**src/rtl/dom_pkg.sv**
```systemverilog
// Shared definitions for the DOM share generator: share count, LFSR constants,
// FSM state encoding, the registered output bundle and single-step LFSR helpers.
// No logic lives here; the top and the LFSR sub-module import it.
package dom_pkg;

    // Number of Boolean shares per operand and of refreshing bits.
    localparam int SHARES = 3;

    // Galois tap mask for x^32 + x^22 + x^2 + x + 1 in right-shift form.
    localparam logic [31:0] LFSR_POLY = 32'h8020_0003;

    // LFSR advance per clock while seeded.
    localparam int LFSR_STEPS = 8;

    // Reset value, and the value used when software supplies an all-zero seed.
    // An all-zero Galois LFSR would stay locked at zero forever.
    localparam logic [31:0] LFSR_NONZERO = 32'h0000_0001;

    typedef enum logic [1:0] {
        ST_UNSEEDED = 2'd0,
        ST_WARMUP   = 2'd1,
        ST_RUN      = 2'd2
    } dom_state_e;

    // Registered output bundle presented to the downstream DOM AND stage.
    typedef struct packed {
        logic [SHARES-1:0] a_sh;
        logic [SHARES-1:0] b_sh;
        logic [SHARES-1:0] refreshing;
    } share_dat_t;

    // One Galois step: shift right, fold the tap mask in when a one falls out.
    function automatic logic [31:0] lfsr_step(input logic [31:0] s);
        return (s >> 1) ^ (s[0] ? LFSR_POLY : 32'h0000_0000);
    endfunction

    // Seed sanitiser: zero is the one state the LFSR can never leave.
    function automatic logic [31:0] lfsr_seed_fix(input logic [31:0] s);
        return (s == 32'h0000_0000) ? LFSR_NONZERO : s;
    endfunction

endpackage

```
**src/rtl/dom_lfsr32.sv**
```systemverilog
// 32-bit Galois LFSR mask source, advanced LFSR_STEPS steps per enabled clock.
// Latency: load/advance visible on state the cycle after the strobe.
// Backpressure: none; the owner decides when to load or advance.
//
// Ports:
//   clk, rst     - clock and asynchronous active-high reset (state -> 32'h1)
//   load, seed   - load sanitised seed (zero replaced by 32'h1); wins over enable
//   enable       - advance LFSR_STEPS Galois steps this cycle
//   state        - current LFSR contents
module dom_lfsr32
    import dom_pkg::*;
(
    input  logic        clk,
    input  logic        rst,
    input  logic        load,
    input  logic        enable,
    input  logic [31:0] seed,
    output logic [31:0] state
);

    logic [31:0] state_q;
    logic [31:0] state_d;
    logic [31:0] state_adv;

    // Fully unrolled multi-step advance: LFSR_STEPS chained single steps,
    // which flattens into a shallow XOR network per output bit.
    always_comb begin
        state_adv = state_q;
        for (int i = 0; i < LFSR_STEPS; i++) begin
            state_adv = lfsr_step(state_adv);
        end
    end

    always_comb begin
        state_d = state_q;
        if (load) begin
            state_d = lfsr_seed_fix(seed);
        end else if (enable) begin
            state_d = state_adv;
        end
    end

    always_ff @(posedge clk or posedge rst) begin
        if (rst) begin
            state_q <= LFSR_NONZERO;
        end else begin
            state_q <= state_d;
        end
    end

    assign state = state_q;

endmodule

```
**src/rtl/dom_share_gen.sv**
```systemverilog
// Splits an unmasked operand pair (a, b) into three Boolean shares each and
// attaches three fresh refreshing bits for a downstream DOM AND stage.
// Latency 1 (registered output); holds output while out_ready is low,
// in_ready low until seeded and warmed up, full-throughput take+accept.
//
// Ports:
//   clk, rst              - clock, asynchronous active-high reset
//   seed_valid, seed      - PRNG seed strobe and value
//   in_valid/in_ready     - operand handshake, in_a/in_b operands
//   out_valid/out_ready   - share handshake
//   a_sh, b_sh            - shares of a and b (XOR of the three bits = operand)
//   refreshing            - fresh masks for the DOM AND stage
//
// Build option: define DOM_SHARE_GEN_RESEED_EN to allow seed_valid in WARMUP
// or RUN to reload the LFSR, drop any held output and restart the warmup.
// Without it, seed_valid is honoured only in UNSEEDED.
module dom_share_gen
    import dom_pkg::*;
#(
    parameter int WARMUP_CYCLES = 16
) (
    input  logic              clk,
    input  logic              rst,
    input  logic              seed_valid,
    input  logic [31:0]       seed,
    input  logic              in_valid,
    output logic              in_ready,
    input  logic              in_a,
    input  logic              in_b,
    output logic              out_valid,
    input  logic              out_ready,
    output logic [SHARES-1:0] a_sh,
    output logic [SHARES-1:0] b_sh,
    output logic [SHARES-1:0] refreshing
);

    // Counter hits this value in the final warmup cycle.
    localparam logic [7:0] WARM_LAST = 8'(WARMUP_CYCLES - 1);

    dom_state_e  state_q;
    dom_state_e  state_d;
    logic [7:0]  warm_cnt_q;
    logic [7:0]  warm_cnt_d;
    logic        out_valid_q;
    logic        out_valid_d;
    share_dat_t  out_dat_q;
    share_dat_t  out_dat_d;

    logic        lfsr_load;
    logic        lfsr_en;
    logic [31:0] lfsr_state;
    logic [6:0]  r;
    logic        reseed;
    logic        accept;

    // ------------------------------------------------------------------
    // Mask source
    // ------------------------------------------------------------------
    dom_lfsr32 u_lfsr (
        .clk    (clk),
        .rst    (rst),
        .load   (lfsr_load),
        .enable (lfsr_en),
        .seed   (seed),
        .state  (lfsr_state)
    );

    // The masks are taken from the LFSR state of the accept cycle itself; the
    // LFSR advances on the same edge, so the next pair sees fresh bits.
    assign r = lfsr_state[6:0];

    // A runtime reseed only exists in the optional build; in the default
    // build seed_valid outside UNSEEDED has no effect at all.
`ifdef DOM_SHARE_GEN_RESEED_EN
    assign reseed = seed_valid & (state_q != ST_UNSEEDED);
`else
    assign reseed = 1'b0;
`endif

    // ------------------------------------------------------------------
    // Seeding / warmup FSM
    // ------------------------------------------------------------------
    always_comb begin
        state_d    = state_q;
        warm_cnt_d = warm_cnt_q;
        lfsr_load  = 1'b0;
        lfsr_en    = 1'b0;

        unique case (state_q)
            ST_UNSEEDED: begin
                // LFSR is frozen until software provides entropy.
                if (seed_valid) begin
                    lfsr_load  = 1'b1;
                    warm_cnt_d = 8'd0;
                    state_d    = ST_WARMUP;
                end
            end
            ST_WARMUP: begin
                // Spin the LFSR so the first masks are far from the raw seed.
                lfsr_en = 1'b1;
                if (warm_cnt_q == WARM_LAST) begin
                    warm_cnt_d = 8'd0;
                    state_d    = ST_RUN;
                end else begin
                    warm_cnt_d = warm_cnt_q + 8'd1;
                end
            end
            ST_RUN: begin
                // Free-running: masks change every cycle whether or not a pair
                // is accepted, so consumption rate does not shape the stream.
                lfsr_en = 1'b1;
            end
            default: begin
                state_d    = ST_UNSEEDED;
                warm_cnt_d = 8'd0;
            end
        endcase

        // Reseed overrides everything: reload and start a full warmup again.
        if (reseed) begin
            lfsr_load  = 1'b1;
            lfsr_en    = 1'b0;
            warm_cnt_d = 8'd0;
            state_d    = ST_WARMUP;
        end
    end

    // ------------------------------------------------------------------
    // Handshake and share formation
    // ------------------------------------------------------------------
    // Ready only in RUN with a free (or freeing) output slot; a reseed cycle
    // never accepts, as the pair would be masked with soon-discarded bits.
    assign in_ready = (state_q == ST_RUN) & (~out_valid_q | out_ready) & ~reseed;
    assign accept   = in_valid & in_ready;

    always_comb begin
        out_valid_d = out_valid_q;
        out_dat_d   = out_dat_q;

        if (accept) begin
            // Two random shares plus a third that restores the operand value;
            // a simultaneous take is covered because accept implies the slot
            // is free or being emptied this cycle.
            out_valid_d          = 1'b1;
            out_dat_d.a_sh       = {in_a ^ r[0] ^ r[1], r[1], r[0]};
            out_dat_d.b_sh       = {in_b ^ r[2] ^ r[3], r[3], r[2]};
            out_dat_d.refreshing = r[6:4];
        end else if (out_valid_q & out_ready) begin
            out_valid_d = 1'b0;
        end

        // Held shares were made from the old seed; do not let them escape.
        if (reseed) begin
            out_valid_d = 1'b0;
        end
    end

    // ------------------------------------------------------------------
    // State registers
    // ------------------------------------------------------------------
    always_ff @(posedge clk or posedge rst) begin
        if (rst) begin
            state_q     <= ST_UNSEEDED;
            warm_cnt_q  <= 8'd0;
            out_valid_q <= 1'b0;
            out_dat_q   <= '0;
        end else begin
            state_q     <= state_d;
            warm_cnt_q  <= warm_cnt_d;
            out_valid_q <= out_valid_d;
            out_dat_q   <= out_dat_d;
        end
    end

    assign out_valid  = out_valid_q;
    assign a_sh       = out_dat_q.a_sh;
    assign b_sh       = out_dat_q.b_sh;
    assign refreshing = out_dat_q.refreshing;

endmodule

```
**config.mk**
```make
export PLATFORM = sky130hd
export DESIGN_NAME = dom_share_gen
export DESIGN_NICKNAME = d
export VERILOG_FILES = /design/src/rtl/dom_pkg.sv /design/src/rtl/dom_lfsr32.sv /design/src/rtl/dom_share_gen.sv
export SDC_FILE = /design/constraint.sdc
export NUM_CORES = 1
export LEC_CHECK = 0
export ABC_AREA = 1
export CORE_ASPECT_RATIO = 1.25
export CORE_MARGIN = 5
export CORE_UTILIZATION = 57
export DETAILED_ROUTE_END_ITERATION = 12
export GPL_TIMING_DRIVEN = 0
export PLACE_DENSITY_LB_ADDON = 0.05
export SYNTH_ARGS = -nofsm -noshare
export SYNTH_HDL_FRONTEND = slang
export SYNTH_SLANG_ARGS = --single-unit
```
**constraint.sdc**
```tcl
create_clock -name clk -period 4.19 [get_ports clk]
set_clock_uncertainty 0.2 [all_clocks]
set_input_delay 0.838 -clock clk [delete_from_list [all_inputs] [get_ports clk]]
set_output_delay 0.838 -clock clk [all_outputs]
set_load 0.1 [all_outputs]
```
==> results of run 1 <==
==> cell families after synthesis <==
family / synth area share
and+or+nand+nor: 0.245
adders and majority gates: 0.0224
buffers and inverters: 0.0907
AOI/OAI and AO/OA: 0.145
xor gates and xnor gates: 0.0313
DFF: 0.465
==> flip-flops by register name (all words and copies together) (netlist names) <==
name	cells
u_lfsr.state	32
out_valid	1
b_sh	3
a_sh	3
warm_cnt_q	8
refreshing	3
state_q	2
==> routing by layer <==
metal | share of wire | GRT usage
met2 | 0.50 | 0.414
met1 | 0.40 | 0.285
met5 | 0 | 0
met3 | 0.069 | 0.0398
met4 | 0.032 | 0.0856
==> final timing paths <==
kind                                    start          endpoint  slack (ps)  cells after the start
worst max-delay path                out_ready          in_ready         490                      4
worst min-delay path            refreshing[1]     refreshing[1]         290                      2
worst max register to register     state_q[0]   u_lfsr.state[2]        1500                      9
worst min register to register  refreshing[1]     refreshing[1]         290                      2
max in group asynchronous                 rst  u_lfsr.state[23]        2640                      3
min in group asynchronous                 rst         out_valid         630                      2
==> critical path, stage by stage <==
cell and delay [ps]:
clkdlybuf4s50_1 450, inv_1 50, a21boi_1 160, clkdlybuf4s50_1 1160
==> area by class of cell <==
type / count / area, um2
clock inverters: 2 / 12.5
multi-input cells: 232 / 1240
plain buffers: 10 / 52.6
flip-flops and latches: 52 / 1300
clock buffers: 5 / 68.8
repair buffers: 50 / 510
inverters: 53 / 201
fillers: 410 / 1300
well taps: 60 / 75.1
==> per-stage QoR <==
step | area [um2] | total power, uW | util | std cells
after floorplan | 2800 | 1820 | - | 347
after global placement | 3360 | 2130 | 0.706 | 456
after detailed placement | 3380 | 2160 | 0.710 | 457
after CTS | 3470 | 2440 | 0.727 | 464
after global routing | 3470 | 2670 | 0.727 | 464
final | 3470 | 2450 | 0.727 | 464
==> power breakdown <==
part / switching, uW / leakage [uW] / total (uW) / internal [uW]
Clock: 164 / 0.0000400 / 278 / 114
Sequential: 135 / 0.000633 / 821 / 686
Combinational: 848 / 0.000973 / 1350 / 505
==> cells in the mapped netlist (4+ instances only) <==
library cell   n  area share
nand2_1       70       0.094
o21ai_0       14       0.025
nand3_1       16       0.029
a21oi_1       24       0.043
nand2_2        7       0.016
buf_2          6       0.011
dfrtp_1       51        0.46
ha_1           5       0.022
inv_2          4      0.0054
a31oi_1        4      0.0089
xor2_1         5       0.016
nor4_1         4      0.0089
nor2_1        26       0.035
o22ai_1       18       0.040
nor3_1         5      0.0089
nand3_2        6       0.021
inv_1         47       0.063
nand4_1        6       0.013
xnor2_1        5       0.016
==> impl.org, run 1 <==
** Synth
- The number of nets in the synthesized netlist is approximately 390.
- Counting flops and latches in the post-synthesis netlist gives 52.
- The cell area that synthesis handed to floorplanning was 0.00280 mm2.
- Number of enable flip-flop cells after synthesis :: 0
- After synthesis, the mean cell area works out to 8.07 um2.
- Number of standard cells after synthesis :: 347
- Share of flip-flops with an asynchronous set or reset :: 1.00
- Sequential area share after synthesis :: 0.465
- Among all flip-flop cells after synthesis, the most frequent one is dfrtp_1.
- Synth unique cells :: 34
- Count of synthesis-stage warnings from yosys :: 0

** Detailed routing
- Initial DRT Pass Iterations :: 5
- Detail Route Antenna Nets :: 0
- Detailed Route Iter0 Violations :: 170
- The routed design has 6950 um of wire.
- Routed len/inst :: 15.0 um
- Via-per-instance ratio :: 5.48
- Total vias in the final route :: 2,544
- After detailed routing, the number of remaining DRC violations is 0.

** Global routing
- For this run the aggregate overflow at the end of global routing stands at 0.
- Number of antenna violations at the first check in global routing :: 0
- Entering global routing, the biggest net connects 35 pins.
- Vias in the first global route :: 2,489
- Across every metal layer, demand over resource in global routing totals 0.234.
- First-pass GRT wire length :: roughly 12,000 um

** Timing
- The worst path needs between 3000 and 4000 ps of the cycle, external delays included.
- Setup repair after global routing left no endpoint under its margin.
- Period utilization :: 0.882
- Adding up every negative setup slack in the final design gives 0 ps.
- Final hold analysis gives a worst-case slack of 291 ps.
- Setup-violating endpoint count in the final report :: 0
- Number of slew-limit violations in the final report :: 0
- After layout, the worst setup slack is 494 ps.
- Static timing analysis puts the maximum clock frequency at 271 MHz.
- At the pin with the least slew margin, the transition time is approximately 970 ps.
- The final-report hold violation count came to 0.
- The worst pin sits at a relative slew slack of 0.353.

** Layout
- 0 antenna diodes ended up in the layout.
- Share of post-route cells with drive strength above 1 :: 0.104
- Commonest non-fill, non-tap cells in the layout :: nand2_1, dfrtp_1, clkdlybuf4s50_1
- Relative to the synthesized area, the layout overhead comes to 23.8%.
- Most common cell after layout, fill and taps aside :: nand2_1
- Final net count :: 448

** Placed design
- HPWL after detailed placement :: ~5500 um
- OpenSTA, run right after detailed placement, puts the worst setup slack at 493 ps.
- Routability-driven placement finished with a final weighted congestion of 0.941.
- Count of input and output buffers :: 49

** Setup path
- Critical path data required time :: 3150 ps
- Critical setup path kind :: in2out
- Max FO, Critical Path :: 2
- STA classifies the critical path endpoint as an output port.
- Data arrives at the worst endpoint at roughly 2700 ps.
- Launching element type of the critical path :: input pin

** Die
- Count of standard-cell rows :: 28
- Die height :: 88.3 um
- The die covers approximately 0.0064 mm2.
- The initial utilization of the core area, before any placement, comes to 0.587.
- The total area inside the core boundary comes to 0.00476 mm2.
- In this run the count of I/O pins placed on the die edge is 50.
- DIE WIDTH :: ~73 um

** Clocking
- TritonCTS built the clock tree.
- Hold-fix buffer count after cts :: 0
- Buffers inserted during clock tree synthesis total 5.
- Maximum clock path buffer count :: 2
- Clock Sinks :: 52
- The H-tree generated during clock tree synthesis spans 2 levels.
- The cell sitting at the root of the clock tree is a clkbuf_8.
- Clock-pin slew of the registers on the worst-case setup and hold paths :: 100 ps
- Post-CTS timing repair inserted 0 buffers for setup.
- Post-cts repair resize count :: 0
- The later pin in the worst-skew pair is clocked with a latency of 310 ps.

** Worst hold path
- Worst hold path type :: reg2reg

** Job
- Max-cap violation count :: 0

** Power
- Leakage power total :: 0.00165 uW
- In this run the power density over the cells is 707 mW/mm2.
- Highest ir drop seen on vdd :: roughly 0.5 mV

** Status
- Outcome :: finished clean
No activity file was read; power rests on OpenSTA's default activity.
==> run 2: changes to the inputs <==
- CTS_CLUSTER_SIZE: not set -> 25
==> results of run 2 <==
The final DEF is identical to that of run 1; final timing and power are the same.
